File: src/rtl/ps2_host_tx.sv
// ps2_host_tx
// -----------------------------------------------------------------------------
// Purpose:
//   PS/2 host-to-device transmitter. Sends one command byte (for example 0xED
//   LED set, 0xFF reset or 0xF4 enable) to the keyboard over the shared PS/2
//   clock/data lines. Runs the full inhibit, request-to-send, 11-bit frame and
//   device-ACK sequence, and drives the lines only by pulling them low.
//
// Ports:
//   i_mclk          system clock (80 MHz)
//   i_reset         synchronous, active-high reset
//   i_tx_data       command byte, captured when the transfer is accepted
//   i_tx_valid      request to send i_tx_data
//   o_tx_ready      high only while idle; accept = i_tx_valid && o_tx_ready
//   i_ps2_clk_in    raw PS/2 clock line level (asynchronous)
//   i_ps2_data_in   raw PS/2 data line level (asynchronous)
//   o_ps2_clk_oe    1 = pull the clock line low
//   o_ps2_data_oe   1 = pull the data line low
//   o_busy          high whenever a transmit is in progress (receive path
//                   should ignore line activity while this is set)
//   o_tx_done       one-cycle pulse, frame acknowledged by the device
//   o_tx_error      one-cycle pulse, timeout or missing ACK
//
// INHIBIT_CYCLES must be at least 2 so the start bit goes low a full cycle
// before the clock line is released.
// -----------------------------------------------------------------------------
module ps2_host_tx #(
  parameter int INHIBIT_CYCLES = 9600,
  parameter int START_TIMEOUT  = 1200000,
  parameter int BIT_TIMEOUT    = 160000
) (
  input  logic       i_mclk,
  input  logic       i_reset,
  input  logic [7:0] i_tx_data,
  input  logic       i_tx_valid,
  output logic       o_tx_ready,
  input  logic       i_ps2_clk_in,
  input  logic       i_ps2_data_in,
  output logic       o_ps2_clk_oe,
  output logic       o_ps2_data_oe,
  output logic       o_busy,
  output logic       o_tx_done,
  output logic       o_tx_error
);

  localparam int MAX_A = (INHIBIT_CYCLES > START_TIMEOUT) ? INHIBIT_CYCLES : START_TIMEOUT;
  localparam int MAX_T = (MAX_A > BIT_TIMEOUT) ? MAX_A : BIT_TIMEOUT;
  localparam int TW    = $clog2(MAX_T + 1);

  // Timers are loaded with N-1 and expire on the cycle they read zero, so an
  // N-cycle interval ends exactly N cycles after the load.
  localparam logic [TW-1:0] INH_LOAD   = TW'(INHIBIT_CYCLES - 1);
  localparam logic [TW-1:0] START_LOAD = TW'(START_TIMEOUT - 1);
  localparam logic [TW-1:0] BIT_LOAD   = TW'(BIT_TIMEOUT - 1);

  typedef enum logic [2:0] {
    IDLE,
    INHIBIT,
    REQ,
    DATA,
    ACK,
    WAIT_IDLE,
    DONE,
    ERR
  } state_t;

  state_t          r_state, w_nextState;
  logic [TW-1:0]   r_timer, w_timer;
  logic [3:0]      r_bitCnt, w_bitCnt;
  logic [9:0]      r_frame, w_frame;
  logic            r_clkOe, w_clkOe;
  logic            r_dataOe, w_dataOe;
  logic            r_busy, r_ready, r_done, r_error;
  logic            r_clkMeta, r_clkSync, r_clkPrev;
  logic            r_dataMeta, r_dataSync;
  logic            w_fall;
  logic            w_accept;

  // A device falling edge is seen one cycle after the synchronized clock
  // drops, which puts the FSM reaction three mclk cycles after the line edge.
  assign w_fall   = r_clkPrev & ~r_clkSync;
  assign w_accept = i_tx_valid & r_ready;

  // Next-state and next-output logic. Every output is computed here for the
  // state being entered and then registered, so the pins change on the same
  // edge as the state. Falling edges are tested before timer expiry so an edge
  // arriving on the expiry cycle still counts. The timer free-runs down and
  // sticks at zero unless a state reloads it.
  always_comb begin
    w_nextState = r_state;
    w_timer     = (r_timer != '0) ? (r_timer - TW'(1)) : '0;
    w_bitCnt    = r_bitCnt;
    w_frame     = r_frame;
    w_clkOe     = 1'b0;
    w_dataOe    = r_dataOe;

    case (r_state)
      IDLE: begin
        w_dataOe = 1'b0;
        if (w_accept) begin
          w_nextState = INHIBIT;
          w_clkOe     = 1'b1;
          w_timer     = INH_LOAD;
          w_frame     = {1'b1, ~^i_tx_data, i_tx_data};
          w_bitCnt    = 4'd0;
        end
      end

      INHIBIT: begin
        w_clkOe = 1'b1;
        if (r_timer <= TW'(1)) begin
          w_dataOe = 1'b1;
        end
        if (r_timer == '0) begin
          w_nextState = REQ;
          w_clkOe     = 1'b0;
          w_timer     = START_LOAD;
        end
      end

      REQ: begin
        if (w_fall) begin
          w_nextState = DATA;
          w_dataOe    = ~r_frame[0];
          w_frame     = r_frame >> 1;
          w_bitCnt    = 4'd1;
          w_timer     = BIT_LOAD;
        end else if (r_timer == '0) begin
          w_nextState = ERR;
        end
      end

      DATA: begin
        if (w_fall) begin
          w_dataOe = ~r_frame[0];
          w_frame  = r_frame >> 1;
          w_bitCnt = r_bitCnt + 4'd1;
          w_timer  = BIT_LOAD;
          if (r_bitCnt == 4'd9) begin
            w_nextState = ACK;
          end
        end else if (r_timer == '0) begin
          w_nextState = ERR;
        end
      end

      ACK: begin
        if (w_fall) begin
          w_nextState = r_dataSync ? ERR : WAIT_IDLE;
          w_timer     = BIT_LOAD;
        end else if (r_timer == '0) begin
          w_nextState = ERR;
        end
      end

      WAIT_IDLE: begin
        if (r_clkSync && r_dataSync) begin
          w_nextState = DONE;
        end else if (r_timer == '0) begin
          w_nextState = ERR;
        end
      end

      DONE: begin
        w_nextState = IDLE;
        w_dataOe    = 1'b0;
      end

      ERR: begin
        w_nextState = IDLE;
        w_dataOe    = 1'b0;
      end

      default: begin
        w_nextState = IDLE;
        w_dataOe    = 1'b0;
      end
    endcase

    if (w_nextState == ERR) begin
      w_dataOe = 1'b0;
      w_clkOe  = 1'b0;
    end
  end

  // State, timer, frame and output registers plus the two-flop input
  // synchronizers. Reset releases both lines on the next edge and suppresses
  // any done/error pulse; the synchronizers reset to the idle (high) level.
  always_ff @(posedge i_mclk) begin
    if (i_reset) begin
      r_state    <= IDLE;
      r_timer    <= '0;
      r_bitCnt   <= 4'd0;
      r_frame    <= 10'd0;
      r_clkOe    <= 1'b0;
      r_dataOe   <= 1'b0;
      r_busy     <= 1'b0;
      r_ready    <= 1'b1;
      r_done     <= 1'b0;
      r_error    <= 1'b0;
      r_clkMeta  <= 1'b1;
      r_clkSync  <= 1'b1;
      r_clkPrev  <= 1'b1;
      r_dataMeta <= 1'b1;
      r_dataSync <= 1'b1;
    end else begin
      r_state    <= w_nextState;
      r_timer    <= w_timer;
      r_bitCnt   <= w_bitCnt;
      r_frame    <= w_frame;
      r_clkOe    <= w_clkOe;
      r_dataOe   <= w_dataOe;
      r_busy     <= (w_nextState != IDLE);
      r_ready    <= (w_nextState == IDLE);
      r_done     <= (w_nextState == DONE);
      r_error    <= (w_nextState == ERR);
      r_clkMeta  <= i_ps2_clk_in;
      r_clkSync  <= r_clkMeta;
      r_clkPrev  <= r_clkSync;
      r_dataMeta <= i_ps2_data_in;
      r_dataSync <= r_dataMeta;
    end
  end

  assign o_tx_ready    = r_ready;
  assign o_busy        = r_busy;
  assign o_tx_done     = r_done;
  assign o_tx_error    = r_error;
  assign o_ps2_clk_oe  = r_clkOe;
  assign o_ps2_data_oe = r_dataOe;

endmodule
File: config.mk
export PLATFORM = sky130hd
export DESIGN_NAME = ps2_host_tx
export DESIGN_NICKNAME = d
export VERILOG_FILES = /design/src/rtl/ps2_host_tx.sv
export SDC_FILE = /design/constraint.sdc
export NUM_CORES = 1
export LEC_CHECK = 0
export BUFFER_PORTS_ARGS = -buffer_cell sky130_fd_sc_hd__buf_2
export CELL_PAD_IN_SITES_DETAIL_PLACEMENT = 0
export CELL_PAD_IN_SITES_GLOBAL_PLACEMENT = 1
export CORE_MARGIN = 8
export CORE_UTILIZATION = 40
export CTS_CLUSTER_DIAMETER = 80
export DETAILED_ROUTE_END_ITERATION = 8
export GPL_TIMING_DRIVEN = 0
export PLACE_DENSITY_LB_ADDON = 0.1
export SLEW_MARGIN = 20
export SYNTH_ARGS = -nofsm -noshare
export SYNTH_HDL_FRONTEND = slang
export SYNTH_SLANG_ARGS = --single-unit
File: constraint.sdc
create_clock -name i_mclk -period 2.4 [get_ports i_mclk]
set_clock_uncertainty 0.1 [all_clocks]
set_input_delay 0.36 -clock i_mclk [delete_from_list [all_inputs] [get_ports i_mclk]]
set_output_delay 0.36 -clock i_mclk [all_outputs]
set_load 0.02 [all_outputs]
==> key figures, run 1 <==
STA
  – RSZ-0062 raised after global routing: false
  – Period minus WS final: between 2 and 2.5 ns
  – FMAX: ~460 MHz
  – Worst-Margin Slew: 0.613 ns
  – Slew Limit Fails: 0
  – Final hold vios: 0
  – Final setup viols: 0
  – Slew margin rel.: 0.592
  – Setup_tns: 0 ns
  – Hold WS: around 0.13 ns
  – Fin crit share: 0.903

Drt
  – Avg Vias per Cell: between 5 and 6
  – Drt drc: 0
  – Via Count: around 2100
  – Detailed Route WL: ~5.8 mm
  – Drt pass-1 iters: 4
  – Routed WL per cell: roughly 15 um
  – Routed Antenna Nets: 0
  – Iteration-0 DRC Markers: 81

Synth
  – Post-Synth Adder-Cell Area: 0.0256
  – Gate Count Post-Synth: 285
  – Sequential element share of the synthesized area: 0.402
  – Compound-Gate Fraction of Synth Area: 0.172
  – Combinational family with the most area after synthesis: simple AND/OR/NAND/NOR gates
  – Syn Area/Cell: roughly 8.6 um2
  – Post-Synthesis Net Count: 303
  – Ys Warns: 0
  – EDFF count, synth: 0
  – Yosys reg bits: between 40 and 50
  – Post-Synth Simple-Gate Area: 0.280
  – Cell Area, Synth: around 0.0024 mm2
  – Mux cell area share after synthesis: 0
  – Post-synth ARST share: 0
  – Synth unique cells: 46
  – XOR/XNOR Fraction of Synth Area: 0.0897
  – Leading register cell type out of synthesis: dfxtp_1

Cells and area
  – Diode count: 0
  – NumNets Final: roughly 330
  – Share of layout cells above drive strength 1: 0.141
  – Area Growth Syn to Fin: 12.4%

Worst setup path
  – CP cell instances: buf_4 -> inv_1 -> nor4_1 -> o22ai_1 -> a211oi_4 -> nor4b_2
  – WP buf/inv: 2
  – Crit. End Element: register
  – Worst Path Required: approximately 2.5 ns
  – Setup crit start kind: register
  – CP Class: reg -> reg
  – Crit-path leading delay family: simple AND/OR/NAND/NOR gates
  – WP data arrival: approximately 2.3 ns
  – CP max stage cell: nor4_1
  – Crit path max fanout: 10
  – Delay of the slowest cell on the worst path: 0.49 ns

Placement
  – DP Wirelength: between 4 and 5 mm
  – Port Buf Inserts: 18
  – GP Congestion: between 0.7 and 0.8

Global route
  – Vias in the first global route: around 2000
  – Gr usage total: 0.137
  – Total gr overflow: 0
  – First-pass GRT wire length: slightly below 10 mm
  – Initial antenna violation count: 0
  – Largest net degree at the start of global routing: 15

Clock network
  – CTS clk-pin slew, worst paths: ~0.090 ns
  – Clock root cell: clkbuf_8
  – Postcts setup bufs: 0
  – Number of hold buffers added after CTS: 0
  – H-tree levels: 2
  – Longest Clk Path Bufs: 2
  – CTS sink cnt: 49
  – CTS Buf Count: 5
  – CTS tree: done
  – Worst-Skew Late Latency: around 0.30 ns

Floorplan
  – Die height: around 94 um
  – Core area: around 0.006 mm2
  – Die area: 0.00886 mm2
  – Initial Utilization: 0.413
  – FP Rows: 28
  – Die W: about 94 um
  – Top Ports: 19

Hold path
  – Worst hold path class: in -> reg

Outcome
  – Outcome: finished clean

Power
  – Worst VDD drop: 0.000499 V
  – Leak Pwr: a little over 1 nW
  – Cell Pwr Density: between 900 and 1000 mW/mm2

Flow run
  – Max-Cap Viols: 0
-- power by group --
group / total, mW / switching [mW] / internal [mW]
clock network: 0.620 / 0.280 / 0.340
registers: 1.12 / 0.159 / 0.957
logic: 0.891 / 0.516 / 0.375
total: 2.63 / 0.955 / 1.67
-- flip-flops by register name, summed over array words and instances, names as in the netlist --
signal,cells
o_tx_ready,1
o_tx_error,1
r_clkSync,1
r_timer,21
r_frame,10
r_dataMeta,1
r_dataSync,1
r_clkPrev,1
o_ps2_data_oe,1
o_ps2_clk_oe,1
o_tx_done,1
r_state,3
r_clkMeta,1
o_busy,1
r_bitCnt,4
-- cells in the mapped netlist, types with 2 or more instances --
cell type	n	area share
nor3_1	5	0.010
nor2_1	32	0.049
a311oi_1	9	0.032
nand2b_1	5	0.013
o21ai_0	13	0.027
nor4_1	6	0.015
o22ai_1	3	0.0077
a31o_2	2	0.0072
nand4_1	4	0.010
and3_1	2	0.0051
nor4_2	2	0.010
nand3b_1	3	0.0092
clkbuf_1	11	0.017
nand3_1	10	0.020
nor4_4	2	0.017
dfxtp_1	49	0.40
or2_2	5	0.013
buf_2	2	0.0041
nand4bb_1	2	0.0092
a211oi_1	7	0.022
xor2_1	5	0.018
nand2_1	33	0.051
a21oi_1	18	0.037
and2_1	3	0.0077
ha_1	5	0.026
inv_1	5	0.0077
nor2b_1	3	0.0077
nor3b_1	2	0.0061
xnor2_1	20	0.072
-- path summary, 6_finish.rpt --
check / from / endpoint / slack [ns] / cells after the start
setup / recovery: r_state[0] / o_tx_done / 0.23 / 6
hold / removal: i_ps2_clk_in / r_clkMeta / 0.13 / 2
setup reg to reg: r_state[0] / o_tx_done / 0.23 / 6
hold reg to reg: r_dataMeta / r_dataSync / 0.32 / 1
-- logic make-up (layout without fill, tap and decap cells) --
family | after synthesis | in the layout
flip-flops | 49 | 49
AND/OR/NAND/NOR | 125 | 125
buffers and inverters | 19 | 45
adder cells (fa/ha/maj) | 5 | 5
XOR/XNOR | 25 | 25
AO/OA/AOI/OAI | 62 | 62
-- final cells by class --
type	instances	area (um2)
Clock inverter	1	30.0
Timing Repair Buffer	18	90.1
Clock buffer	7	86.3
Tap cell	75	93.8
Fill cell	603	3170
Buffer	14	58.8
Sequential cell	49	981
Multi-Input combinational cell	217	1390
Inverter	5	18.8
-- worst reg2reg max path, cell delays in order, from the launching register on --
cell	delay, ns
dfxtp_1	0.33
buf_4	0.16
inv_1	0.12
nor4_1	0.49
o22ai_1	0.23
a211oi_4	0.40
nor4b_2	0.25
-- stage by stage --
stage               instance area, um2  power, mW   util  setup WS, ns  instances
floorplan                         2440       1.81      -         0.553        285
global placement                  2630       2.03  0.444         0.104        378
detailed placement                2630       2.03  0.444         0.157        378
CTS                               2740       2.65  0.463         0.142        386
global route                      2750       2.80  0.464       0.00130        386
finish                            2750       2.63  0.464         0.233        386
-- timing repair --
| action | 4_1_cts | 5_1_grt |
|---|---|---|
| hold endpoints to repair | 0 | 0 |
| gates resized for setup | 0 | 1 |
| endpoints found under the setup margin | 0 | 7 |
-- metal layers --
metal	routed length, um	global-route usage	vias up	share of wire
li1	-	-	1062	-
met2	2720	0.224	35	0.47
met3	222	0.0320	6	0.038
met1	2780	0.173	974	0.48
met5	0	0	-	0
met4	49	0.0423	0	0.0085
-- placed cells by master, fill, tap and decap left out, types with 2 or more instances in the layout --
cell type	count
dfxtp_1	49
nand2_1	33
nor2_1	32
buf_2	20
xnor2_1	20
a21oi_1	17
o21ai_0	13
clkbuf_1	12
nand3_1	10
a311oi_1	9
a211oi_1	7
nor4_1	6
clkbuf_8	6
inv_1	5
nand2b_1	5
nor3_1	5
xor2_1	5
or2_2	5
ha_1	5
nand4_1	4
and2_1	3
nor2b_1	3
o22ai_1	3
nand3b_1	3
nor4_2	2
nor4_4	2
and3_1	2
nor3b_1	2
nand4bb_1	2
a31o_2	2
No activity file was read; power rests on OpenSTA's default activity.
==> run 2: changes to the inputs <==
- CORE_ASPECT_RATIO: not set -> 1.4
- CORE_UTILIZATION: 40 -> 45
==> key figures, run 2 (synthesis results as in run 1) <==
Outcome
  – Outcome: finished clean (unchanged)

Cells and area
  – Share of layout cells above drive strength 1: 0.148 (was 0.141)
  – NumNets Final: 328 (unchanged)
  – Largest Register: r_timer (unchanged)
  – Diode count: 0 (unchanged)
  – Max reg flops: 21 (unchanged)
  – Commonest non-fill, non-tap cell in the layout: dfxtp_1 (unchanged)
  – Area Growth Syn to Fin: 12.2% (was 12.4%)
  – Most used cells in the layout excluding fill and tap cells: dfxtp_1, nand2_1, nor2_1 (unchanged)
  – Biggest regs: r_timer: 21 flops, r_frame: 10 flops, r_bitCnt: 4 flops (unchanged)
  – Final non-filler cell total: 377 (was 386)
  – Fillers: 521 (was 603)

Floorplan
  – Die area: 0.00807 mm2 (was 0.00886 mm2)
  – FP Rows: 31 (was 28)
  – Core area: 0.00520 mm2 (was 0.00592 mm2)
  – Die height: 103 um (was 94.1 um)
  – Initial Utilization: 0.470 (was 0.413)
  – Die W: 78.3 um (was 94.1 um)
  – Top Ports: 19 (unchanged)

Placement
  – GP Congestion: 0.826 (was 0.781)
  – Placed cell count: 369 (was 378)
  – Port Buf Inserts: 18 (unchanged)
  – DP Wirelength: 4.26 mm (was 4.16 mm)

Worst setup path
  – Worst Path Required: 2.48 ns (was 2.52 ns)
  – CP Class: reg -> reg (unchanged)
  – Crit. End Element: register (unchanged)
  – Crit path max fanout: 10 (unchanged)
  – Setup crit start kind: register (unchanged)
  – WP data arrival: 2.29 ns (about the same)

Global route
  – Initial antenna violation count: 0 (unchanged)
  – Total gr overflow: 0 (unchanged)
  – Vias in the first global route: 2139 (was 1981)
  – Largest net degree at the start of global routing: 18 (was 15)
  – Gr usage total: 0.153 (was 0.137)
  – First-pass GRT wire length: 9.91 mm (was 9.70 mm)

STA
  – Final hold vios: 0 (unchanged)
  – Period minus WS final: 2.21 ns (was 2.17 ns)
  – Slew margin rel.: 0.582 (was 0.592)
  – Worst-Margin Slew: 0.628 ns (was 0.613 ns)
  – Hold WS: 0.116 ns (was 0.134 ns)
  – Slew Limit Fails: 0 (unchanged)
  – RSZ-0062 raised after global routing: false (unchanged)
  – Fin crit share: 0.922 (was 0.903)
  – FMAX: 452 MHz (was 461 MHz)
  – Final setup viols: 0 (unchanged)
  – Setup_tns: 0 ns (unchanged)

Power
  – Leak Pwr: 1.01 nW (about the same)
  – Worst VDD drop: 0.000316 V (was 0.000499 V)
  – Pwr Total: 2.63 mW (about the same)
  – Cell Pwr Density: 960 mW/mm2 (was 956 mW/mm2)

Drt
  – Avg Vias per Cell: 5.48 (was 5.38)
  – Iteration-0 DRC Markers: 102 (was 81)
  – Routed Antenna Nets: 0 (unchanged)
  – Via Count: 2067 (was 2077)
  – Drt pass-1 iters: 4 (unchanged)
  – Drt drc: 0 (unchanged)
  – Detailed Route WL: 5.80 mm (was 5.77 mm)
  – Routed WL per cell: 15.4 um (was 15.0 um)

Clock network
  – CTS tree: done (unchanged)
  – CTS sink cnt: 49 (unchanged)
  – CTS clk-pin slew, worst paths: 0.10 ns (was 0.09 ns)
  – H-tree levels: 2 (unchanged)
  – Longest Clk Path Bufs: 2 (unchanged)
  – Clock root cell: clkbuf_8 (unchanged)
  – Worst-Skew Late Latency: 0.32 ns (was 0.30 ns)
  – CTS Buf Count: 5 (unchanged)
  – Post-CTS Resized: 0 (unchanged)
  – Postcts setup bufs: 0 (unchanged)
  – Number of hold buffers added after CTS: 0 (unchanged)

Flow run
  – Max-Cap Viols: 0 (unchanged)

Hold path
  – Worst hold path class: in -> reg (unchanged)
## run 2: final timing paths
path / from / endpoint / slack [ns] / cells past startpoint
worst max register to register: r_timer[13] / r_timer[11] / 0.19 / 7
worst max-delay path: r_timer[13] / r_timer[11] / 0.19 / 7
worst min register to register: r_clkMeta / r_clkSync / 0.32 / 1
worst min-delay path: i_ps2_clk_in / r_clkMeta / 0.12 / 2
## run 2: area by class of cell
cell class,count,area [um2],area share
plain buffers,14,58.8,0.0215
clock buffers,5,68.8,0.0251
clock inverters,3,47.5,0.0173
inverters,5,18.8,0.00685
multi-input cells,217,1390,0.508
flip-flops and latches,49,981,0.358
well taps,66,82.6,0.0301
repair buffers,18,90.1,0.0329
## run 2: worst max-delay path: stages, from the launching register on
cell	delay [ns]
dfxtp_1	0.37
nor4_2	0.38
and4b_1	0.24
buf_2	0.18
nand2_1	0.08
clkbuf_1	0.25
a21oi_1	0.38
a211oi_1	0.10
## run 2: metal layers
metal | GRT usage | share of wire
met1 | 0.152 | 0.43
met5 | 0 | 0
met4 | 0.0644 | 0.020
met3 | 0.0303 | 0.021
met2 | 0.301 | 0.52
## run 2: power breakdown
group          leakage [nW]  internal (mW)  switching (mW)
sequential            0.403          0.957           0.157
clock                0.0591          0.318           0.307
combinational         0.550          0.375           0.519
total                  1.01           1.65           0.983
## run 2: metrics by stage
stage	instance area [um2]	utilization	worst slack (ns)
after floorplan	2440	-	0.553
after global placement	2620	0.503	0.181
after detailed placement	2620	0.503	0.174
after CTS	2730	0.526	0.142
after global routing	2740	0.527	0.0313
final	2740	0.527	0.187
